===== config.mk =====
export PLATFORM = sky130hd
export DESIGN_NAME = sobol_lsz
export DESIGN_NICKNAME = d
export VERILOG_FILES = /design/src/rtl/sobolrng_pkg.sv /design/src/rtl/lsz_onehot2idx.sv /design/src/rtl/sobol_lsz.sv
export SDC_FILE = /design/constraint.sdc
export NUM_CORES = 1
export LEC_CHECK = 0
export ABC_AREA = 0
export CORE_AREA = 2 2 39 41
export DETAILED_ROUTE_END_ITERATION = 16
export DIE_AREA = 0 0 41 43
export GPL_ROUTABILITY_DRIVEN = 1
export PLACE_DENSITY = 0.59
export SYNTH_ARGS = -nofsm -noshare
export SYNTH_HDL_FRONTEND = slang
export SYNTH_HIERARCHICAL = 1
export SYNTH_SLANG_ARGS = --single-unit

===== constraint.sdc =====
create_clock -name clk -period 0.8 [get_ports clk]
set_clock_uncertainty 0.15 [all_clocks]
set_input_delay 0.16 -clock clk [delete_from_list [all_inputs] [get_ports clk]]
set_output_delay 0.16 -clock clk [all_outputs]
set_load 0.05 [all_outputs]

===== src/rtl/sobolrng_pkg.sv =====
// Shared definitions for the Sobol random-number generator blocks:
// default index width, its log2, and the word/index typedefs.
package sobolrng_pkg;

    localparam int BITWIDTH    = 8;
    localparam int LOGBITWIDTH = $clog2(BITWIDTH);

    typedef logic [BITWIDTH-1:0]    gray_t;
    typedef logic [LOGBITWIDTH-1:0] idx_t;

endpackage : sobolrng_pkg


===== src/rtl/lsz_onehot2idx.sv =====
// One-hot to binary encoder for the LSZ detector. Combinational.
// The mask carries at most one set bit, so the index is a plain OR of the
// positions of all set bits; no priority chain is needed. An all-zero mask
// encodes to 0.
module lsz_onehot2idx
    import sobolrng_pkg::*;
#(
    parameter int BITWIDTH    = sobolrng_pkg::BITWIDTH,
    parameter int LOGBITWIDTH = $clog2(BITWIDTH)
) (
    input  logic [BITWIDTH-1:0]    oneHot,
    output logic [LOGBITWIDTH-1:0] idx
);

    // OR together the binary positions of every set mask bit
    always_comb begin
        // NOTE: default assignment first so no path leaves idx unassigned (no latch).
        idx = '0;
        for (int i = 0; i < BITWIDTH; i++) begin
            if (oneHot[i]) begin
                idx = idx | LOGBITWIDTH'(i);
            end
        end
    end

endmodule : lsz_onehot2idx


===== src/rtl/sobol_lsz.sv =====
// Least-significant-zero detector for the Sobol RNG.
// Reports the lowest 0 bit of iGray as a one-hot mask (oOneHot) and as a
// binary position (lszIdx), both registered with one cycle of latency.
// Optional feature: define LSZ_NONE_FLAG_EN to add the oNone output, which
// flags an all-ones input word (the case where the mask is zero).
module sobol_lsz
    import sobolrng_pkg::*;
#(
    parameter int BITWIDTH    = sobolrng_pkg::BITWIDTH,
    parameter int LOGBITWIDTH = $clog2(BITWIDTH)
) (
    input  logic                   clk,
    input  logic                   rst_n,
    input  logic [BITWIDTH-1:0]    iGray,
    output logic [BITWIDTH-1:0]    oOneHot,
    output logic [LOGBITWIDTH-1:0] lszIdx
`ifdef LSZ_NONE_FLAG_EN
    ,
    output logic                   oNone
`endif
);

    logic [BITWIDTH-1:0]    maskNext;
    logic [LOGBITWIDTH-1:0] idxNext;

    // Adding one ripples through the trailing ones and lands on the lowest
    // zero; masking with ~iGray keeps only that landing bit. An all-ones word
    // wraps to zero, giving an empty mask.
    assign maskNext = ~iGray & (iGray + BITWIDTH'(1));

    lsz_onehot2idx #(
        .BITWIDTH    (BITWIDTH),
        .LOGBITWIDTH (LOGBITWIDTH)
    ) uEncoder (
        .oneHot (maskNext),
        .idx    (idxNext)
    );

    // Mask and index registers load together so they never drift apart
    always_ff @(posedge clk or negedge rst_n) begin
        if (!rst_n) begin
            oOneHot <= '0;
            lszIdx  <= '0;
        end else begin
            // NOTE: non-blocking assignments for all clocked state.
            oOneHot <= maskNext;
            lszIdx  <= idxNext;
        end
    end

`ifdef LSZ_NONE_FLAG_EN
    // Flag register: set when the sampled word contains no zero bit
    always_ff @(posedge clk or negedge rst_n) begin
        if (!rst_n) begin
            oNone <= 1'b0;
        end else begin
            oNone <= &iGray;
        end
    end
`endif

endmodule : sobol_lsz


==> run summary, run 1 <==
Status: complete, but fails checks
Violated checks: hold timing, setup timing
Hold path start: iGray[4]
Largest delay share family, worst path: flip-flops
Pre-Repair DR Iteration Count: 4
Total Wirelength: 722 um
Crit path time final: 1.14 ns
Lkg Pwr: 0.000354 uW
Worst-path fanout max: 1
Ys Warns: 6
Core ar.: 1380 sq um
Die area: 1760 sq um
Syn avg cell area: 14.4 sq um
Number of global-route vias before repair: 296
Clock sinks: 11
Via count: 301
Worst-Margin Slew: 0.174 ns
Clk slew on worst S/H paths: 0.07 ns
CP max-delay cell: dfrtp_2
Commonest non-fill, non-tap cell in the layout: buf_12
CP Buf/Inv Count: 1
CTS tree: yes
Synthesized flop and latch total: 11
Worst slew margin: 88.3%
Critical path launch point: oOneHot[4]
Setup ws final: -0.337 ns
Final period util: 142%
VDD IR max: 0.769 mV
Die X: 41 um
FMAX: 879 MHz
Unrepaired setup endpoints after global routing: true
Remaining Overflow, GRT: 0
Syn Nets: 36
DP Worst Slack: -0.866 ns
Multi-input logic area: 130 sq um
Share of cells above drive strength 1: 78.8%
CP Capture Type: primary output
Diode count: 0
Slew Limit Fails: 0
Hold slack: -0.0850 ns
Register Area: 288 sq um
Starting density of the core: 27.1%
Post-synthesis cell count: 26
Post-DP HPWL: 617 um
CTS Root Cell: clkbuf_4
H-tree lvl count: 1
Data required, critical path: 0.49 ns
Most frequent cells in the layout: 12 x buf_12, 10 x dfrtp_2
1st-iter DRT viols: 5
Final hold vios: 6
Wire per inst: 10.6 um
Delay of the slowest critical-path stage: 0.42 ns
Global-route wire length before repair: 1240 um
Min-Delay Path Class: in -> reg
Routability congestion estimate: 0.675
Worst EP arrival: 0.83 ns
# Max-Cap Violations: 0
Mapped cell area: 375 sq um
WS Path Type: reg -> out
Vias per cell: 4.43
Post-DRT Antenna Nets: 0
Power per cell area: 1520 nW/um^2
Largest net degree at the start of global routing: 12
Sequential share of the synthesized area: 73.3%
Filler cells: 110
DIE HEIGHT: 43 um
FP Rows: 14
Initial antenna violation count: 0
All-Layer GR Usage: 10.7%
Synth unique cells: 10
Crit path cell chain: buf_12
IO Count: 21
Layout area overhead: 112%
Final #Nets: 63
Finish-stage setup viols: 14
IO buf count: 20
Post CTS Setup Buffer Count: 0
CP startpoint kind: flip-flop
Clock buffer count from CTS: 3
Drc violations: 0
Clk buf depth: 2
## flip-flops by register name, summed over array words and instances (netlist names)
| register | cells |
|---|---|
| lszIdx | 3 |
| oOneHot | 8 |
## what timing repair did
action,in CTS,in global routing
gates resized for setup,44,2
setup endpoints to repair,21,14
pin swaps,7,0
hold endpoints to repair,6,6
## cells in the mapped netlist
cell type | count | area (sq um)
dfrtp_1 | 11 | 275
inv_1 | 1 | 3.75
nand2_1 | 2 | 7.51
nand4_2 | 1 | 12.5
nand4b_1 | 1 | 8.76
nor2_1 | 4 | 15.0
nor3_2 | 1 | 10.0
nor3b_1 | 1 | 7.51
nor3b_2 | 1 | 12.5
or4_1 | 3 | 22.5
## metal layers
| metal | share of wire [%] | vias to the layer above | GRT usage [%] |
|---|---|---|---|
| li1 | - | 142 | - |
| met1 | 36 | 141 | 12.6 |
| met2 | 53 | 16 | 15.6 |
| met3 | 9.0 | 2 | 3.14 |
| met4 | 1.9 | 0 | 8.00 |
| met5 | 0 | - | 0 |
## path summary, 6_finish.rpt
path                               to  depth (start not counted)  slack (ns)
min in group asynchronous   lszIdx[0]                          2        0.07
max in group asynchronous  oOneHot[3]                          2        0.31
worst min-delay path       oOneHot[4]                          2       -0.09
worst max-delay path       oOneHot[4]                          1       -0.34
## final cells by class
type / instances / share of cell area [%]
clock buffers: 4 / 3.30
inverters: 1 / 0.471
multi-input cells: 14 / 16.3
flip-flops and latches: 11 / 36.1
well taps: 16 / 2.51
repair buffers: 22 / 41.3
## kinds of logic (layout without fill, tap and decap cells)
family                 after synthesis  count (layout)  share of synthesized area, %
DFF                                 11              11                          73.3
buffers and inverters                1              27                         0.999
and+or+nand+nor                     14              14                          25.7
## through the flow
step	power, uW	cell area (sq um)	util (%)	std cells	setup TNS [ns]
after CTS	1230	791	57.1	68	-4.19
final	1220	797	57.6	68	-4.09
after detailed placement	862	757	54.7	64	-6.72
after global routing	1280	797	57.6	68	-4.45
after floorplan	684	399	-	26	-0.932
after global placement	857	757	54.7	64	-6.45
## where the power goes
group	total [uW]	switching, uW	internal, uW
registers	593	15.6	578
logic	262	125	136
clock network	360	167	193
total	1220	308	907
Note: power is estimated with default switching activity, not from simulation.
==> run 2, diff against run 1 <==
Settings changed: CELL_PAD_IN_SITES_DETAIL_PLACEMENT set to 1, CELL_PAD_IN_SITES_GLOBAL_PLACEMENT set to 1, CORE_AREA 2 2 39 41 to not set, CORE_UTILIZATION set to 23, DIE_AREA 0 0 41 43 to not set, HOLD_SLACK_MARGIN set to 0.06, PLACE_DENSITY 0.59 to 0.65.
Clock period 0.8 ns to 0.97 ns, I/O delays scaled along.
==> run summary, run 2 (synthesized netlist as in run 1, its figures left out) <==
Status: complete, but fails checks (unchanged)
Violated checks: hold timing, setup timing (unchanged)
Lkg Pwr: 0.000383 uW (was 0.000354 uW)
Worst slew margin: 82.6% (was 88.3%)
Hold slack: -0.0541 ns (was -0.0850 ns)
Remaining Overflow, GRT: 0 (unchanged)
Share of cells above drive strength 1: 66.0% (was 78.8%)
CP max-delay cell: dfrtp_1 (was dfrtp_2)
FP Rows: 14 (unchanged)
Worst-Margin Slew: 0.260 ns (was 0.174 ns)
Commonest non-fill, non-tap cell in the layout: buf_12 (unchanged)
Clock sinks: 11 (unchanged)
Total Wirelength: 1000 um (was 722 um)
Drc violations: 0 (unchanged)
Most frequent cells in the layout: 12 x buf_12, 11 x dfrtp_1, 3 x clkbuf_4, 3 x buf_8, 3 x buf_6 (was 12 x buf_12, 10 x dfrtp_2)
Fin cells: 69 (was 68)
CTS Root Cell: clkbuf_4 (unchanged)
Crit path cell chain: buf_12 (unchanged)
CP Buf/Inv Count: 1 (unchanged)
Wire per inst: 14.5 um (was 10.6 um)
Post-layout util: 54.8% (was 57.6%)
Worst-path fanout max: 1 (unchanged)
Clock buffer count from CTS: 3 (unchanged)
IO buf count: 20 (unchanged)
Global-route wire length before repair: 1680 um (was 1240 um)
CP startpoint kind: flip-flop (unchanged)
IO Count: 21 (unchanged)
Post CTS Setup Buffer Count: 0 (unchanged)
Setup ws final: -0.195 ns (was -0.337 ns)
Min-Delay Path Class: in -> reg (unchanged)
Total power: 1020 uW (was 1220 uW)
CTS tree: yes (unchanged)
Number of global-route vias before repair: 377 (was 296)
# Max-Cap Violations: 0 (unchanged)
Diode count: 0 (unchanged)
Die area: 1800 sq um (was 1760 sq um)
Post-DRT Antenna Nets: 0 (unchanged)
Clk slew on worst S/H paths: 0.07 ns (about the same)
Placed cells: 65 (was 64)
Biggest regs: oOneHot x8, lszIdx x3 (unchanged)
Starting density of the core: 24.6% (was 27.1%)
Pre-Repair DR Iteration Count: 2 (was 4)
Unrepaired setup endpoints after global routing: true (unchanged)
Final #Nets: 64 (was 63)
Die X: 42.4 um (was 41 um)
CP Capture Type: primary output (unchanged)
Routability congestion estimate: 0.751 (was 0.675)
Most flops, register: oOneHot (unchanged)
Final hold vios: 5 (was 6)
WS Path Type: reg -> out (unchanged)
H-tree lvl count: 1 (unchanged)
Largest delay share family, worst path: flip-flops (unchanged)
Worst EP arrival: 0.82 ns (was 0.83 ns)
FMAX: 858 MHz
Crit path time final: 1.16 ns
Via count: 308 (was 301)
Power per cell area: 1220 nW/um^2 (was 1520 nW/um^2)
Largest net degree at the start of global routing: 12 (unchanged)
DIE HEIGHT: 42.4 um (was 43 um)
Core ar.: 1520 sq um (was 1380 sq um)
VDD IR max: 0.483 mV (was 0.769 mV)
Clk buf depth: 2 (unchanged)
Data required, critical path: 0.63 ns (was 0.49 ns)
Vias per cell: 4.46 (was 4.43)
Delay of the slowest critical-path stage: 0.40 ns (was 0.42 ns)
1st-iter DRT viols: 3 (was 5)
Slew Limit Fails: 0 (unchanged)
Max reg flops: 8 (unchanged)
All-Layer GR Usage: 13.4% (was 10.7%)
Initial antenna violation count: 0 (unchanged)
Layout area overhead: 122% (was 112%)
Final period util: 120%
Finish-stage setup viols: 14 (unchanged)
-- run 2: what timing repair did --
item | CTS | global route
pin swaps | 6 | 2
hold endpoints to repair | 6 | 6
gates resized for setup | 53 | 4
endpoints found under the setup margin | 19 | 14
-- run 2: per-layer routing --
metal  GRT usage (%)  up-vias  wire length, um
met5               0        -                0
met4            9.38        0               12
met3            3.45        2               60
met2            26.5       17              638
met1            11.0      146              290
li1                -      143                -
-- run 2: cell type report --
type / instances / area, sq um
clock buffers: 4 / 26.3
fillers: 148 / 689
inverters: 1 / 3.75
multi-input cells: 14 / 155
flip-flops and latches: 11 / 275
well taps: 16 / 20.0
repair buffers: 23 / 354
-- run 2: final timing paths --
kind,cells past startpoint,from,slack [ns],end
max,1,lszIdx[1],-0.19,lszIdx[1]
min,2,iGray[4],-0.05,oOneHot[4]
max in group asynchronous,2,rst_n,0.46,lszIdx[0]
min in group asynchronous,2,rst_n,0.11,oOneHot[4]
-- run 2: metrics by stage --
| step | instance area [sq um] | worst slack, ns | hold slack, ns | setup TNS [ns] |
|---|---|---|---|---|
| after floorplan | 387 | -0.161 | -0.252 | -0.425 |
| after detailed placement | 752 | -0.777 | 0.384 | -5.10 |
| after CTS | 818 | -0.213 | -0.0751 | -2.31 |
| after global routing | 835 | -0.236 | -0.0707 | -2.57 |
| final | 835 | -0.195 | -0.0541 | -2.18 |
| after global placement | 752 | -0.702 | 0.380 | -4.55 |
-- run 2: where the power goes --
| group | internal [uW] | leakage (uW) | switching (uW) |
|---|---|---|---|
| registers | 474 | 0.000147 | 13.4 |
| logic | 126 | 0.000221 | 110 |
| clock network | 159 | 0.0000150 | 134 |
| total | 759 | 0.000383 | 257 |
==> run 3, diff against run 2 <==
Settings changed: CORE_UTILIZATION 23 to 26, PLACE_DENSITY 0.65 to not set, PLACE_DENSITY_LB_ADDON set to 0.1.
Clock period 0.97 ns to 1.25 ns, I/O delays scaled along.
==> run summary, run 3 (synthesized netlist as in run 1, its figures left out) <==
Status: finished, final reports clean (was complete, but fails checks)
Multi-input logic area: 108 sq um (was 155 sq um)
Clock buffer count from CTS: 3 (unchanged)
Slew Limit Fails: 0 (unchanged)
Post CTS Setup Buffer Count: 0 (unchanged)
Diode count: 0 (unchanged)
Net Sw Frac: 25.5% (was 25.3%)
Min-Delay Path Class: in -> async (was in -> reg)
Internal: 567 uW (was 759 uW)
Sequential share of power: 49.6% (was 48.0%)
Share of cells above drive strength 1: 47.2% (was 66.0%)
Drc violations: 0 (unchanged)
Core ar.: 1320 sq um (was 1520 sq um)
Post-layout util: 58.0% (was 54.8%)
Delay of the slowest critical-path stage: 0.40 ns (about the same)
Register Area: 275 sq um (unchanged)
Die area: 1600 sq um (was 1800 sq um)
All-Layer GR Usage: 13.8% (was 13.4%)
FMAX: 816 MHz
Design Area, Final: 764 sq um (was 835 sq um)
Starting density of the core: 28.5% (was 24.6%)
Number of global-route vias before repair: 312 (was 377)
Fin cells: 68 (was 69)
Final period util: 98.0%
Data required, critical path: 0.85 ns (was 0.63 ns)
Finish-stage setup viols: 0 (was 14)
IO buf count: 20 (unchanged)
Pre-Repair DR Iteration Count: 2 (unchanged)
Wire per inst: 11.7 um (was 14.5 um)
Layout area overhead: 104% (was 122%)
Worst slew margin: 70.2% (was 82.6%)
Post-Place Cell Area: 727 sq um (was 752 sq um)
1st-iter DRT viols: 2 (was 3)
Hold-fix buffers, CTS: 0
Unrepaired setup endpoints after global routing: true (unchanged)
Combinational share of power: 19.9% (was 23.3%)
Crit path time final: 1.22 ns
Most frequent cells in the layout: 11 x dfrtp_1, 11 x buf_12, 4 x clkdlybuf4s15_2, 4 x dlygate4sd2_1 (was 12 x buf_12, 11 x dfrtp_1, 3 x clkbuf_4, 3 x buf_8, 3 x buf_6)
Most flops, register: oOneHot (unchanged)
Biggest regs: oOneHot x8, lszIdx x3 (unchanged)
Routability congestion estimate: 0.737 (was 0.751)
Crit path cell chain: buf_12 (unchanged)
Grt met2 use: 22.2% (was 26.5%)
Sw power: 194 uW (was 257 uW)
CTS Root Cell: clkbuf_4 (unchanged)
FP Rows: 13 (was 14)
WS Path Type: reg -> out (unchanged)
Worst EP arrival: 0.82 ns (about the same)
GRT met3 Usage: 3.89% (was 3.45%)
Largest net degree at the start of global routing: 12 (unchanged)
Clock network fraction of total power: 30.5% (was 28.7%)
CP max-delay cell: dfrtp_1 (unchanged)
Initial antenna violation count: 0 (unchanged)
Post-DRT Antenna Nets: 0 (unchanged)
Placed cells: 64 (was 65)
Via count: 314 (was 308)
CP Buf/Inv Count: 1 (unchanged)
Max reg flops: 8 (unchanged)
H-tree lvl count: 1 (unchanged)
CP Capture Type: primary output (unchanged)
IO Count: 21 (unchanged)
Worst-Margin Slew: 0.446 ns (was 0.260 ns)
VDD IR max: 0.487 mV (was 0.483 mV)
Power per cell area: 996 nW/um^2 (was 1220 nW/um^2)
CP startpoint kind: flip-flop (unchanged)
# Max-Cap Violations: 0 (unchanged)
Global-route wire length before repair: 1290 um (was 1680 um)
Total power: 762 uW (was 1020 uW)
GRT Max-Usage Layer: met2 (unchanged)
Largest delay share family, worst path: flip-flops (unchanged)
Vias per cell: 4.62 (was 4.46)
Clk slew on worst S/H paths: 0.06 ns (was 0.07 ns)
Die X: 40.0 um (was 42.4 um)
Total Wirelength: 798 um (was 1000 um)
Final hold vios: 0 (was 5)
Lkg Pwr: 0.000357 uW (was 0.000383 uW)
Worst-path fanout max: 1 (unchanged)
Final #Nets: 64 (unchanged)
Remaining Overflow, GRT: 0 (unchanged)
CTS tree: yes (unchanged)
Clk buf depth: 2 (unchanged)
Clock sinks: 11 (unchanged)
Filler cells: 134 (was 148)
DIE HEIGHT: 40.0 um (was 42.4 um)
Met1 usage: 13.3% (was 11.0%)
## run 3: cell count changes in the layout (fill, tap and decap cells not counted), moves of 2 or more
cell and change:
buf_2 -2, buf_6 -3, buf_8 -3, clkdlybuf4s15_2 +4, dlygate4sd2_1 +4, nor2_1 +2
nor2_4 -2, nor3b_4 -2, or4_1 +2, or4_4 -2
## run 3: power groups by stage
stage               registers [uW]  clock network, uW  logic [uW]
CTS                            378                234         153
floorplan                      422                  0        13.1
detailed placement             385                  0         157
global route                   379                245         160
finish                         378                232         151
global placement               384                  0         153
## run 3: worst max-delay path by stage
stage / start / to / slack (ns) / cells past startpoint
2_1_floorplan: iGray[3] / lszIdx[2] / 0.02 / 3
3_3_place_gp: iGray[1] / lszIdx[2] / -0.47 / 4
6_report: oOneHot[0] / oOneHot[0] / 0.03 / 1
5_1_grt: oOneHot[2] / oOneHot[2] / -0.002 / 1
4_1_cts: iGray[2] / lszIdx[1] / 0.001 / 5
3_5_place_dp: iGray[1] / lszIdx[2] / -0.53 / 4
## run 3: area by class of cell
type | instances | share of cell area, %
clock buffer | 4 | 3.44
inverter | 1 | 0.491
multi-input combinational | 14 | 14.1
sequential | 11 | 36.0
tap | 15 | 2.45
timing repair buffer | 23 | 43.5
## run 3: timing repair
| item | 4_1_cts | 5_1_grt |
|---|---|---|
| setup endpoints to repair | 4 | 3 |
| pin swaps | 6 | 2 |
| hold endpoints to repair | 0 | 0 |
| gates resized for setup | 18 | 0 |
| cloned | 0 | 0 |
## run 3: metrics by stage
step	worst slack [ns]	hold WS (ns)	setup TNS [ns]
2_1_floorplan	0.0235	-0.196	0
5_1_grt	-0.00190	0.170	-0.00204
3_3_place_gp	-0.475	0.435	-2.25
3_5_place_dp	-0.531	0.442	-2.72
4_1_cts	0.00135	0.144	0
6_report	0.0251	0.143	0
## run 3: routing by layer
layer / vias to the layer above / part of all wire [%] / wire (um)
li1: 145 / - / -
met1: 144 / 33 / 264
met2: 21 / 52 / 411
met3: 4 / 11 / 84
met4: 0 / 4.8 / 38
met5: - / 0 / 0
